[src/rtl/tagger_input_deadtime.sv]
// Per-line edge tagger: optional line inversion, first rising/falling edge search per
// oversampled word, and per-channel dead-time gating ahead of the timestamp stage.
module tagger_input_deadtime #(
  parameter int LINES   = 4,
  parameter int BITS    = 3,
  parameter int DT_BITS = 8
) (
  input  logic                          clk,
  input  logic                          rst_n,
  input  logic [(2**BITS)*LINES-1:0]    samples_i,
  input  logic [LINES-1:0]              invert_i,
  input  logic [2*LINES-1:0]            enable_i,
  input  logic [DT_BITS-1:0]            deadtime_i,
  output logic [BITS*2*LINES-1:0]       subtimes_o,
  output logic [2*LINES-1:0]            edge_detected_o,
  output logic [2*LINES-1:0]            suppressed_o
);

  localparam int S  = 2**BITS;
  localparam int CH = 2*LINES;

  logic [S*LINES-1:0]    w_d, w_q;
  logic [LINES-1:0]      h_q;
  logic                  prime_q;
  logic                  detEn_q;
  logic [CH-1:0]         rawDet;
  logic [BITS*CH-1:0]    rawSub;
  logic [BITS*CH-1:0]    sub_q;
  logic [CH-1:0]         edge_q, supp_q;
  logic [DT_BITS-1:0]    cnt_q [CH];

  always_comb begin
    w_d = samples_i;
    for (int i = 0; i < LINES; i++) begin
      w_d[S*i +: S] = samples_i[S*i +: S] ^ {S{invert_i[i]}};
    end
  end

  // Stage 1: post-invert word plus the last sample of the previous word. detEn_q
  // lags prime_q by one so the very first word (with no real history) is skipped.
  always_ff @(posedge clk or negedge rst_n) begin
    if (!rst_n) begin
      w_q     <= '0;
      h_q     <= '0;
      prime_q <= 1'b0;
      detEn_q <= 1'b0;
    end else begin
      w_q     <= w_d;
      prime_q <= 1'b1;
      detEn_q <= prime_q;
      for (int i = 0; i < LINES; i++) begin
        h_q[i] <= w_q[S*i + S - 1];
      end
    end
  end

  // Scanning from the top down lets the lowest matching index overwrite earlier hits.
  always_comb begin : detect_b
    logic [S:0] seq;
    seq    = '0;
    rawDet = '0;
    rawSub = '0;
    for (int i = 0; i < LINES; i++) begin
      seq = {w_q[S*i +: S], h_q[i]};
      for (int k = S - 1; k >= 0; k--) begin
        if (seq[k+1] && !seq[k]) begin
          rawDet[i]                   = detEn_q;
          rawSub[BITS*i +: BITS]      = BITS'(k);
        end
        if (!seq[k+1] && seq[k]) begin
          rawDet[LINES+i]                 = detEn_q;
          rawSub[BITS*(LINES+i) +: BITS]  = BITS'(k);
        end
      end
    end
  end

  // Stage 2: dead-time gating. A suppressed hit still consumes one count, so an
  // accepted event at cycle T allows the next one at T+deadtime+1.
  always_ff @(posedge clk or negedge rst_n) begin
    if (!rst_n) begin
      sub_q  <= '0;
      edge_q <= '0;
      supp_q <= '0;
      for (int c = 0; c < CH; c++) begin
        cnt_q[c] <= '0;
      end
    end else begin
      for (int c = 0; c < CH; c++) begin
        edge_q[c] <= 1'b0;
        supp_q[c] <= 1'b0;
        if (!enable_i[c]) begin
          cnt_q[c] <= '0;
        end else if (rawDet[c]) begin
          if (cnt_q[c] == '0) begin
            edge_q[c]              <= 1'b1;
            sub_q[BITS*c +: BITS]  <= rawSub[BITS*c +: BITS];
            cnt_q[c]               <= deadtime_i;
          end else begin
            supp_q[c] <= 1'b1;
            cnt_q[c]  <= cnt_q[c] - DT_BITS'(1);
          end
        end else if (cnt_q[c] != '0) begin
          cnt_q[c] <= cnt_q[c] - DT_BITS'(1);
        end
      end
    end
  end

  assign subtimes_o      = sub_q;
  assign edge_detected_o = edge_q;
  assign suppressed_o    = supp_q;

endmodule

[config.mk]
export PLATFORM = sky130hd
export DESIGN_NAME = tagger_input_deadtime
export DESIGN_NICKNAME = d
export VERILOG_FILES = /design/src/rtl/tagger_input_deadtime.sv
export SDC_FILE = /design/constraint.sdc
export NUM_CORES = 1
export LEC_CHECK = 0
export CAP_MARGIN = 20
export CORE_MARGIN = 2
export CORE_UTILIZATION = 50
export DETAILED_ROUTE_END_ITERATION = 12
export PLACE_DENSITY = 0.73
export SYNTH_ARGS = -nofsm -noshare
export SYNTH_HDL_FRONTEND = slang
export SYNTH_SLANG_ARGS = --single-unit
[constraint.sdc]
create_clock -name clk -period 5.19 [get_ports clk]
set_input_delay 0.519 -clock clk [delete_from_list [all_inputs] [get_ports clk]]
set_output_delay 0.519 -clock clk [all_outputs]
set_load 0.01 [all_outputs]
After elaboration in Yosys (flattened, before gate mapping)
Cells that the tools add are included.
- register bits after elaboration: 142
- output and inout port bits: 40
- logic and storage cells: 374
- $add $sub $neg: 8
- equality and inequality tests: 8
- multiplexer cells: 208
- bitwise gates (word level): 4
- reductions and logical operators: 124
- operators by type and width (kind ; count):
    $mux W8 ; 32
    $mux W3 ; 64
    $mux W1 ; 112
    $logic_and A1 B1 Y1 ; 64
    $logic_not A8 Y1 ; 8
    $reduce_bool A8 Y1 ; 8
    $sub A8 B1 Y8 const B ; 8
    $logic_not A1 Y1 ; 36
    $xor A8 B8 Y8 ; 4
    $ne A3 B1 Y1 const B ; 8
    $reduce_and A3 Y1 ; 8

Longest topological paths before layout
- word-level depth: 12
- gate-level depth with buffers: 8
- mapped depth without buffers: 7

Worst setup path before layout
Ideal clock, no wire load.
- path type: reg2reg
- from: register cnt_q[53] (netlist name)
- to: register sub_q[3], in the netlist subtimes_o[3]
- arrival: 2.020 ns
- setup slack: 3.042 ns
- cell stages (with the launch flop): 7
- buffers on the path: 1
- period minus slack after synthesis: 2.148 ns
- path through: dfrtp_1 -> or4_4 -> nor4b_4 -> and3_1 -> nor2b_1 -> buf_4 -> mux2_1
- longest elaborated chain between the ends: 2
- RTL lines (element ; line ; text):
    start, declared ; 30 ; logic [DT_BITS-1:0] cnt_q [CH];
    start signal, assigned by index ; 98 ; cnt_q[c] <= deadtime_i;
    start signal, assigned by index ; 101 ; cnt_q[c] <= cnt_q[c] - DT_BITS'(1);
    start signal, assigned by index ; 104 ; cnt_q[c] <= cnt_q[c] - DT_BITS'(1);
    $logic_not A8 Y1 ; 95 ; if (cnt_q[c] == '0) begin
    $reduce_and A3 Y1 (no line) ; -- ;
    end signal, assigned by index ; 97 ; sub_q[BITS*c +: BITS] <= rawSub[BITS*c +: BITS];
    end, declared ; 28 ; logic [BITS*CH-1:0] sub_q;
Every way passes these cells.
A chain may end at the register's enable or synchronous reset.

Worst setup path after layout
- from: register cnt_q[53] (netlist name)
- to: register sub_q[4], in the netlist subtimes_o[4]
The elaborated chain is that of the path after synthesis.

==> key figures <==
Synthesis
  – Post-synth EDFFs: 0
  – Mapped Area: 7820 µm²
  – Seq/Total Area, Yosys: 45.44%
  – Distinct cell type count of the synthesized netlist: 68
  – Syn nets: 869
  – Flops & latches, synth: 142
  – Syn Inst Count: between 700 and 800
  – Top_reg_cell synth: dfrtp_1
  – Post-synth ARST share: 100.0%
  – Avg Cell Area, Syn: 9.787 µm²
  – Yosys Warn Count: 0

Cells and area
  – Filler Cells Inserted: 1,228
  – Synth-to-layout area growth: 20.85%
  – Commonest non-fill, non-tap cell in the layout: dfrtp_1
  – Layout cell share with drive strength beyond 1: 6.935%
  – Final instance area: 9450 µm²
  – Final net count: 952
  – Leading cell types in the layout, fill and taps excluded: dfrtp_1, clkdlybuf4s50_1, nor2_1
  – ANT cells: 0

Routing
  – TritonRoute pass-1 iters: 5
  – Post-Route WL: 17,770 µm
  – DR vias: 6,237
  – DR WL/cell: roughly 16 µm
  – ANT nets after route: 0
  – Residual DRC: 0
  – Vias per std cell: 5.644
  – DR iter-0 viols: 487

Setup path
  – CP Max Fanout: 9
  – Worst Path Arrival: between 2 and 3 ns
  – Crit-path cells: or4_4 > nor4b_4 > and3_1 > nor2b_1 > mux2_1
  – Reg-to-Reg End: subtimes_o[4]
  – Critical Path Source Type: register
  – Critical-path top delay cell: or4_4
  – Slowest cell delay on critical path: 0.57 ns
  – R2r setup slk: about 2.6 ns
  – WP data required: 5.49 ns
  – Worst R2R Start: cnt_q[53]
  – CP Capture Type: register
  – Worst reg2reg path depth: 5
  – Critical path class: register to register

Die
  – Row cnt: between 40 and 50
  – Die W: 129.1 µm
  – Top-level I/O count: 94
  – Die Ht: 129.1 µm
  – Die area: roughly 17,000 µm²
  – Initial Utilization: 51.25%
  – Core area: 15,260 µm²

GRT
  – Total Routing Usage GR: 22.48%
  – Grt total ovfl: 0
  – First-pass GRT wire length: 29,640 µm
  – Vias in the first global route: 6,278
  – Initial antenna violation count: 0
  – Largest net degree at the start of global routing: 85

CTS
  – Post-CTS setup buffers: 0
  – Count of hold-fix buffers inserted at cts: 0
  – Cts bufs inserted: 17
  – H-Tree Depth: 4
  – Root buf cell: clkbuf_16
  – CTS tree: built
  – Clk slew on worst S/H paths: 0.06 ns
  – Worst skew pair latency: 0.42 ns
  – Post-CTS Resized: 0
  – Clock Tree Buf Depth: 2
  – Clock net sink count: 142

Place
  – Placed cell area: 8887 µm²
  – DPL Wire Length: 12,410 µm
  – RD Place Congestion: a little under 0.9
  – I/O Buffers: 93

STA
  – RSZ-0062 raised after global routing: false
  – Slew HR: 27.85%
  – Fin. Hold Viols: 0
  – Actual slew at the worst max-slew pin: 1.074 ns
  – Setup-failing EPs final: 0
  – Period utilization: 50.22%
  – Setup_tns: 0 ns
  – Final Critical Period: between 2 and 3 ns
  – Clk_skew: 0.007009 ns
  – Peak Freq: 383.7 MHz
  – Final slew viol count: 0

Pwr
  – PwrDens: approximately 530 nW/µm²
  – Pleak: about 4.2 nW
  – Worst VDD drop: ~0.28 mV

Min path
  – Min-delay worst type: input port to asynchronous set/reset pin

Outcome
  – Status: complete, no violations

Run
  – Max cap viols: 0
==> stage by stage <==
step           util [%]  cells  total power [W]  worst slack [ns]  hold WS (ns)
6_report          61.94   1105         0.004975             2.584        0.1587
5_1_grt           61.94   1105         0.005349             2.383        0.2134
4_1_cts           61.90   1104         0.004999             2.581        0.1782
3_5_place_dp      58.25   1073         0.003799             2.603        0.3405
3_3_place_gp      58.25   1073         0.003702             2.603        0.3367
2_1_floorplan         -    799         0.003182             3.042        0.2234
==> worst max path at each step <==
| stage | from | end | slack (ns) | cells past startpoint |
|---|---|---|---|---|
| after floorplan | cnt_q[53] | subtimes_o[3] | 3.04 | 6 |
| after global placement | w_q[10] | cnt_q[19] | 2.60 | 5 |
| after detailed placement | cnt_q[53] | subtimes_o[4] | 2.60 | 5 |
| after CTS | cnt_q[53] | subtimes_o[4] | 2.58 | 5 |
| after global routing | cnt_q[53] | subtimes_o[3] | 2.38 | 5 |
| final | cnt_q[53] | subtimes_o[4] | 2.58 | 5 |
==> registers in the layout, indices dropped and copies added, names as in the netlist <==
name and count:
edge_detected_o 8, cnt_q 64, detEn_q 1, w_q 32, prime_q 1, suppressed_o 8
subtimes_o 24, h_q 4
==> metal layers <==
layer / track usage, % / vias up / share of wire (%)
li1: - / 3003 / -
met1: 29.68 / 3023 / 44
met2: 36.01 / 177 / 49
met3: 4.542 / 34 / 5.3
met4: 10.29 / 0 / 2.3
met5: 0 / - / 0
==> report_power, final <==
group	leakage (nW)	switching [W]	internal [W]	total, W
clock network	0.280	0.000446	0.000725	0.00117
registers	1.79	0.000319	0.00145	0.00177
logic	2.12	0.00102	0.00102	0.00204
total	4.19	0.00178	0.00319	0.00497
==> kinds of logic after synthesis <==
logic type	share of synthesized area [%]
AOI/OAI and AO/OA	16.67
DFF	45.44
adders and majority gates	2.560
xor gates and xnor gates	8.512
muxes	3.408
and+or+nand+nor	19.12
buffers and inverters	4.240
other	0.04795
==> layout make-up <==
class | count | area, µm² | share of cell area (%)
tap | 211 | 264.0 | 2.794
clock inverter | 8 | 90.09 | 0.9533
clock buffer | 23 | 467.9 | 4.952
multi-input combinational | 576 | 3935 | 41.64
timing repair buffer | 97 | 959.7 | 10.15
sequential | 142 | 3553 | 37.60
inverter | 48 | 180.2 | 1.907
==> Yosys cell counts (13+ instances only) <==
cell         n  area share, %
dfrtp_1    142             45
nor2_1      54            2.6
nand2_1     52            2.5
a21oi_1     48            3.1
inv_1       48            2.3
xor2_1      46            5.2
xnor2_1     30            3.4
nand3_1     29            1.9
nand2b_1    27            2.2
o2bb2ai_1   25            2.8
o21ai_0     22            1.4
clkbuf_1    20           0.96
nor3_1      19            1.2
and3_1      18            1.4
ha_1        16            2.6
nor2b_1     13            1.0
==> worst max-delay path, delay by kind of cell, from the launching register on <==
kind          cells  cell delay (ns)
simple gates      4             1.72
flops             1             0.40
mux               1             0.38
(Power assumes the default switching activity.)
